File: src/rtl/mult_err_sweep_ctrl.sv
// Self-characterisation engine for an external approximate NxN multiplier.
// Sweeps every operand pair, collects the returned products and accumulates error statistics.
module mult_err_sweep_ctrl #(
  parameter int N       = 4,
  parameter int TIMEOUT = 255
) (
  input  logic             clk,
  input  logic             rst,
  input  logic             start,
  output logic             busy,
  output logic             done,
  output logic             timeout_err,
  output logic [N-1:0]     op_a,
  output logic [N-1:0]     op_b,
  output logic             op_valid,
  input  logic [2*N-1:0]   prod_in,
  input  logic             prod_valid,
  output logic [2*N:0]     total_count,
  output logic [2*N:0]     nonzero_count,
  output logic [2*N:0]     err_count,
  output logic [4*N-1:0]   sum_ed,
  output logic [6*N-1:0]   sum_sq_ed,
  output logic [2*N-1:0]   max_ed
);

  typedef enum logic [2:0] {S_IDLE, S_ISSUE, S_WAIT, S_ACCUM, S_DONE} state_t;

  localparam logic [N-1:0] IDX_MAX  = '1;
  localparam logic [15:0]  TMO_LOAD = 16'(TIMEOUT);
  localparam logic [2*N:0] CNT_ONE  = (2*N+1)'(1);

  state_t         state, state_nxt;
  logic [N-1:0]   a_idx, b_idx, a_nxt, b_nxt;
  logic [15:0]    tmo_cnt;
  logic [2*N-1:0] prod_q, exact, ed;
  logic [4*N-1:0] ed_sq;
  logic           last_pair;

  // Exact reference and error distance for the pair currently held in the indices.
  always_comb begin
    exact     = {{N{1'b0}}, a_idx} * {{N{1'b0}}, b_idx};
    ed        = (prod_q >= exact) ? (prod_q - exact) : (exact - prod_q);
    ed_sq     = {{2*N{1'b0}}, ed} * {{2*N{1'b0}}, ed};
    last_pair = (a_idx == IDX_MAX) && (b_idx == IDX_MAX);
    a_nxt     = (b_idx == IDX_MAX) ? a_idx + 1'b1 : a_idx;
    b_nxt     = (b_idx == IDX_MAX) ? '0 : b_idx + 1'b1;
  end

  // NOTE: every variable written here gets a default first, so no latch can be inferred.
  always_comb begin
    state_nxt = state;
    unique case (state)
      S_IDLE, S_DONE: if (start) state_nxt = S_ISSUE;
      S_ISSUE:        state_nxt = S_WAIT;
      S_WAIT: begin
        if (prod_valid)         state_nxt = S_ACCUM;
        else if (tmo_cnt <= 16'd1) state_nxt = S_DONE;
      end
      S_ACCUM:        state_nxt = last_pair ? S_DONE : S_ISSUE;
      default:        state_nxt = S_IDLE;
    endcase
  end

  assign busy     = (state == S_ISSUE) || (state == S_WAIT) || (state == S_ACCUM);
  assign done     = (state == S_DONE);
  assign op_valid = (state == S_ISSUE);

  // NOTE: sequential state uses non-blocking assignments so every register samples pre-edge values.
  always_ff @(posedge clk or posedge rst) begin
    if (rst) state <= S_IDLE;
    else     state <= state_nxt;
  end

  always_ff @(posedge clk or posedge rst) begin
    if (rst) begin
      a_idx         <= '0;
      b_idx         <= '0;
      op_a          <= '0;
      op_b          <= '0;
      tmo_cnt       <= '0;
      prod_q        <= '0;
      timeout_err   <= 1'b0;
      total_count   <= '0;
      nonzero_count <= '0;
      err_count     <= '0;
      sum_ed        <= '0;
      sum_sq_ed     <= '0;
      max_ed        <= '0;
    end else begin
      unique case (state)
        S_IDLE, S_DONE: begin
          if (start) begin
            a_idx         <= '0;
            b_idx         <= '0;
            op_a          <= '0;
            op_b          <= '0;
            timeout_err   <= 1'b0;
            total_count   <= '0;
            nonzero_count <= '0;
            err_count     <= '0;
            sum_ed        <= '0;
            sum_sq_ed     <= '0;
            max_ed        <= '0;
          end
        end
        S_ISSUE: tmo_cnt <= TMO_LOAD;
        S_WAIT: begin
          if (prod_valid) begin
            prod_q <= prod_in;
          end else begin
            tmo_cnt <= tmo_cnt - 16'd1;
            if (tmo_cnt <= 16'd1) timeout_err <= 1'b1;
          end
        end
        S_ACCUM: begin
          total_count   <= total_count + CNT_ONE;
          nonzero_count <= nonzero_count + ((exact != '0) ? CNT_ONE : '0);
          err_count     <= err_count + ((ed != '0) ? CNT_ONE : '0);
          sum_ed        <= sum_ed + {{2*N{1'b0}}, ed};
          sum_sq_ed     <= sum_sq_ed + {{2*N{1'b0}}, ed_sq};
          if (ed > max_ed) max_ed <= ed;
          a_idx <= a_nxt;
          b_idx <= b_nxt;
          // Operands only move when another pair will be issued, so they hold through DONE.
          if (!last_pair) begin
            op_a <= a_nxt;
            op_b <= b_nxt;
          end
        end
        default: ;
      endcase
    end
  end

endmodule

File: config.mk
export PLATFORM = sky130hd
export DESIGN_NAME = mult_err_sweep_ctrl
export DESIGN_NICKNAME = d
export VERILOG_FILES = /design/src/rtl/mult_err_sweep_ctrl.sv
export SDC_FILE = /design/constraint.sdc
export NUM_CORES = 1
export LEC_CHECK = 0
export CAP_MARGIN = 5
export CORE_ASPECT_RATIO = 1.25
export CORE_MARGIN = 8
export CORE_UTILIZATION = 42
export CTS_CLUSTER_DIAMETER = 100
export DETAILED_ROUTE_END_ITERATION = 10
export SLEW_MARGIN = 40
export SYNTH_ARGS = -nofsm -noshare
export SYNTH_HDL_FRONTEND = slang
export SYNTH_SLANG_ARGS = --single-unit
File: constraint.sdc
create_clock -name clk -period 10.8 [get_ports clk]
set_input_delay 1.08 -clock clk [delete_from_list [all_inputs] [get_ports clk]]
set_output_delay 1.08 -clock clk [all_outputs]
set_load 0.03 [all_outputs]
==> metrics.md <==
| Metric | Value |
|---|---|
| Post-Synthesis Cells | `987` |
| RSZ-0062 raised after global routing | `false` |
| Largest net degree at the start of global routing | `66` |
| Crit. End Element | `flop` |
| Post-synth top flop | `dfrtp_1` |
| Core Area | `21300 um^2` |
| DRT Pass-1 Iters | `5` |
| HP Class | `flop to flop` |
| Final WL | `22100 um` |
| Num rows | `60` |
| Nets | `1231` |
| Slew margin rel. | `0.454` |
| Vias/cell | `5.21` |
| Post-Place Cells | `1340` |
| Post-synth EDFFs | `0` |
| Hold_ws | `0.478 ns` |
| Crit Reg-Reg Endpoint | `sum_sq_ed[18]` |
| Initial antenna violation count | `0` |
| Cell with the largest stage delay on the worst path | `a211oi_2` |
| Vias | `7149` |
| Share of the yosys chip area belonging to registers | `0.329` |
| Max FO, Critical Path | `10` |
| Post-route setup TNS | `0 ns` |
| Initial Util | `0.424` |
| Die Area | `26500 um^2` |
| First-pass GRT wire length | `37900 um` |
| CP Class | `flop to flop` |
| Number of synthesized register bits | `119` |
| Hold Vio Cnt, Final | `0` |
| CTS Buf Count | `17` |
| # diodes | `0` |
| Crit start category | `flop` |
| Share of cells above drive strength 1 | `0.0531` |
| Layout filler cell count | `2031` |
| Share of the synthesized area in the top cell type | `0.329` |
| Critical Path AT | `9.91 ns` |
| HPWL after detailed placement | `16600 um` |
| Worst r2r path cells | `29` |
| Die height | `180 um` |
| GR Util All Layers | `0.175` |
| I/O pins | `99` |
| Max H-tree Level | `4` |
| Postcts setup bufs | `0` |
| Setup violators final | `0` |
| Drt wl/cell | `16.1 um` |
| Area Growth Syn to Fin | `20.3%` |
| DRC viols | `0` |
| Die X | `147 um` |
| Final WS setup | `1.22 ns` |
| Outcome | `finished, final reports clean` |
| Mapped Avg Cell Area | `9.17 um^2` |
| Synthesized area | `9050 um^2` |
| Flop2flop setup slack | `1.22 ns` |
| Post-synthesis cell type count | `55` |
| Skew-Pair Late Insertion Delay | `0.42 ns` |
| Clk root buf | `clkbuf_16` |
| Post-place setup slack | `1.31 ns` |
| Post-Layout Cell Count | `1372` |
| Yosys top cell by area | `dfrtp_1` |
| Max incr delay on CP | `0.71 ns` |
| Clock net sink count | `119` |
| Setup crit start | `a_idx[0]` |
| CP endpoint | `sum_sq_ed[18]` |
| Critical Path RT | `11.14 ns` |
| Number of global-route vias before repair | `7717` |
| Final Skew | `0.0113 ns` |
| Crit share post-route | `0.887` |
| Worst-path clk slew | `0.06 ns` |
| Peak Freq | `104 MHz` |
| Most frequent CP cell | `fa_1` |
| Min cycle time layout | `9.58 ns` |
| Ys Warns | `0` |
| I/O Buffers | `98` |
| Most frequent cells in the layout | `inv_1 (124), nand2_1 (120), dfrtp_1 (119), clkdlybuf4s50_1 (98), ha_1 (95)` |
| Syn Nets | `1138` |
| Top cells by area, synth | `dfrtp_1 (33%), ha_1 (13%), fa_1 (9.7%)` |
| Maximum clock insertion buffer count | `2` |
| CTS tree | `yes` |
| Leading cell type in the layout, fill and taps excluded | `inv_1` |
| ANT nets after route | `0` |
| Max-Cap Viols | `0` |
| Worst slew pin tran | `0.818 ns` |
| Fraction of registers with async set/reset | `1.00` |
| Worst r2r src | `a_idx[0]` |
| Hold_buf cts | `0` |
| Final Max Tran Viols | `0` |
| Total grt overflow | `0` |
| Placer Congestion | `0.891` |
| Post_cts resized | `0` |
| DRT iter0 DRCs | `284` |
cell families (layout without fill, tap and decap cells):
logic type               count (synthesis)  count (layout)  share of synthesized area
buffers and inverters                  160             266                     0.0680
adder cells (fa/ha/maj)                139             139                      0.229
XOR/XNOR                                54              54                     0.0568
multiplexers                            37              37                     0.0418
AND/OR/NAND/NOR                        293             293                      0.150
AO/OA/AOI/OAI                          185             185                      0.125
flip-flops                             119             119                      0.329
critical path: cells and delay by family, from the launching register on:
family / cells / cell delay (ns)
adder cells (fa/ha/maj): 9 / 4.12
AO/OA/AOI/OAI: 8 / 2.71
AND/OR/NAND/NOR: 5 / 0.88
XOR/XNOR: 2 / 0.72
flip-flops: 1 / 0.51
multiplexers: 2 / 0.42
buffers and inverters: 3 / 0.16
synthesized netlist by cell type, types with 10 or more instances:
cell and number:
inv_1 125, nand2_1 120, dfrtp_1 119, ha_1 95, o21ai_0 74, nor2_1 56
fa_1 44, a21oi_1 33, mux2i_1 33, clkbuf_1 27, nand3_1 27, xnor2_1 27
xor2_1 23, a21o_1 21, nand4_1 19, nor3_1 17, and2_1 13, a22o_1 10
a31oi_1 10, and3_1 10
area by class of cell:
type | instances | area [um^2] | area share
Multi-Input combinational cell | 708 | 5470 | 0.502
Clock buffer | 18 | 439 | 0.0403
Clock inverter | 14 | 118 | 0.0108
Sequential cell | 119 | 2980 | 0.274
Inverter | 127 | 479 | 0.0440
Tap cell | 279 | 349 | 0.0321
Timing Repair Buffer | 107 | 1050 | 0.0967
routing by layer:
layer,part of all wire,track usage,up-vias
met5,0,0,-
met4,0.016,0.0552,0
met3,0.048,0.0420,21
met2,0.50,0.309,134
met1,0.44,0.203,3483
li1,-,-,3511
stage by stage:
stage | utilization | instance area (um^2)
3_3_place_gp | 0.484 | 10300
6_report | 0.511 | 10900
3_5_place_dp | 0.484 | 10300
2_1_floorplan | - | 9050
4_1_cts | 0.511 | 10900
5_1_grt | 0.511 | 10900
sequential cells by signal, indices dropped and copies added, names as in the netlist, 4 cells and up:
register,cells
max_ed,8
a_idx,4
tmo_cnt,16
sum_ed,16
op_b,4
err_count,9
b_idx,4
sum_sq_ed,24
prod_q,8
op_a,4
total_count,9
nonzero_count,9
worst min-delay path by stage:
stage,start,to,slack (ns),cells after the start
3_5_place_dp,op_a[1],op_a[1],0.47,2
3_3_place_gp,op_a[1],op_a[1],0.46,2
6_report,op_a[1],op_a[1],0.48,2
5_1_grt,err_count[8],err_count[8],0.51,1
2_1_floorplan,tmo_cnt[5],tmo_cnt[5],0.48,2
4_1_cts,op_a[1],op_a[1],0.48,2
Power is not shown: default switching activity piles up to over one toggle a cycle in this logic, so the estimate is an artifact.
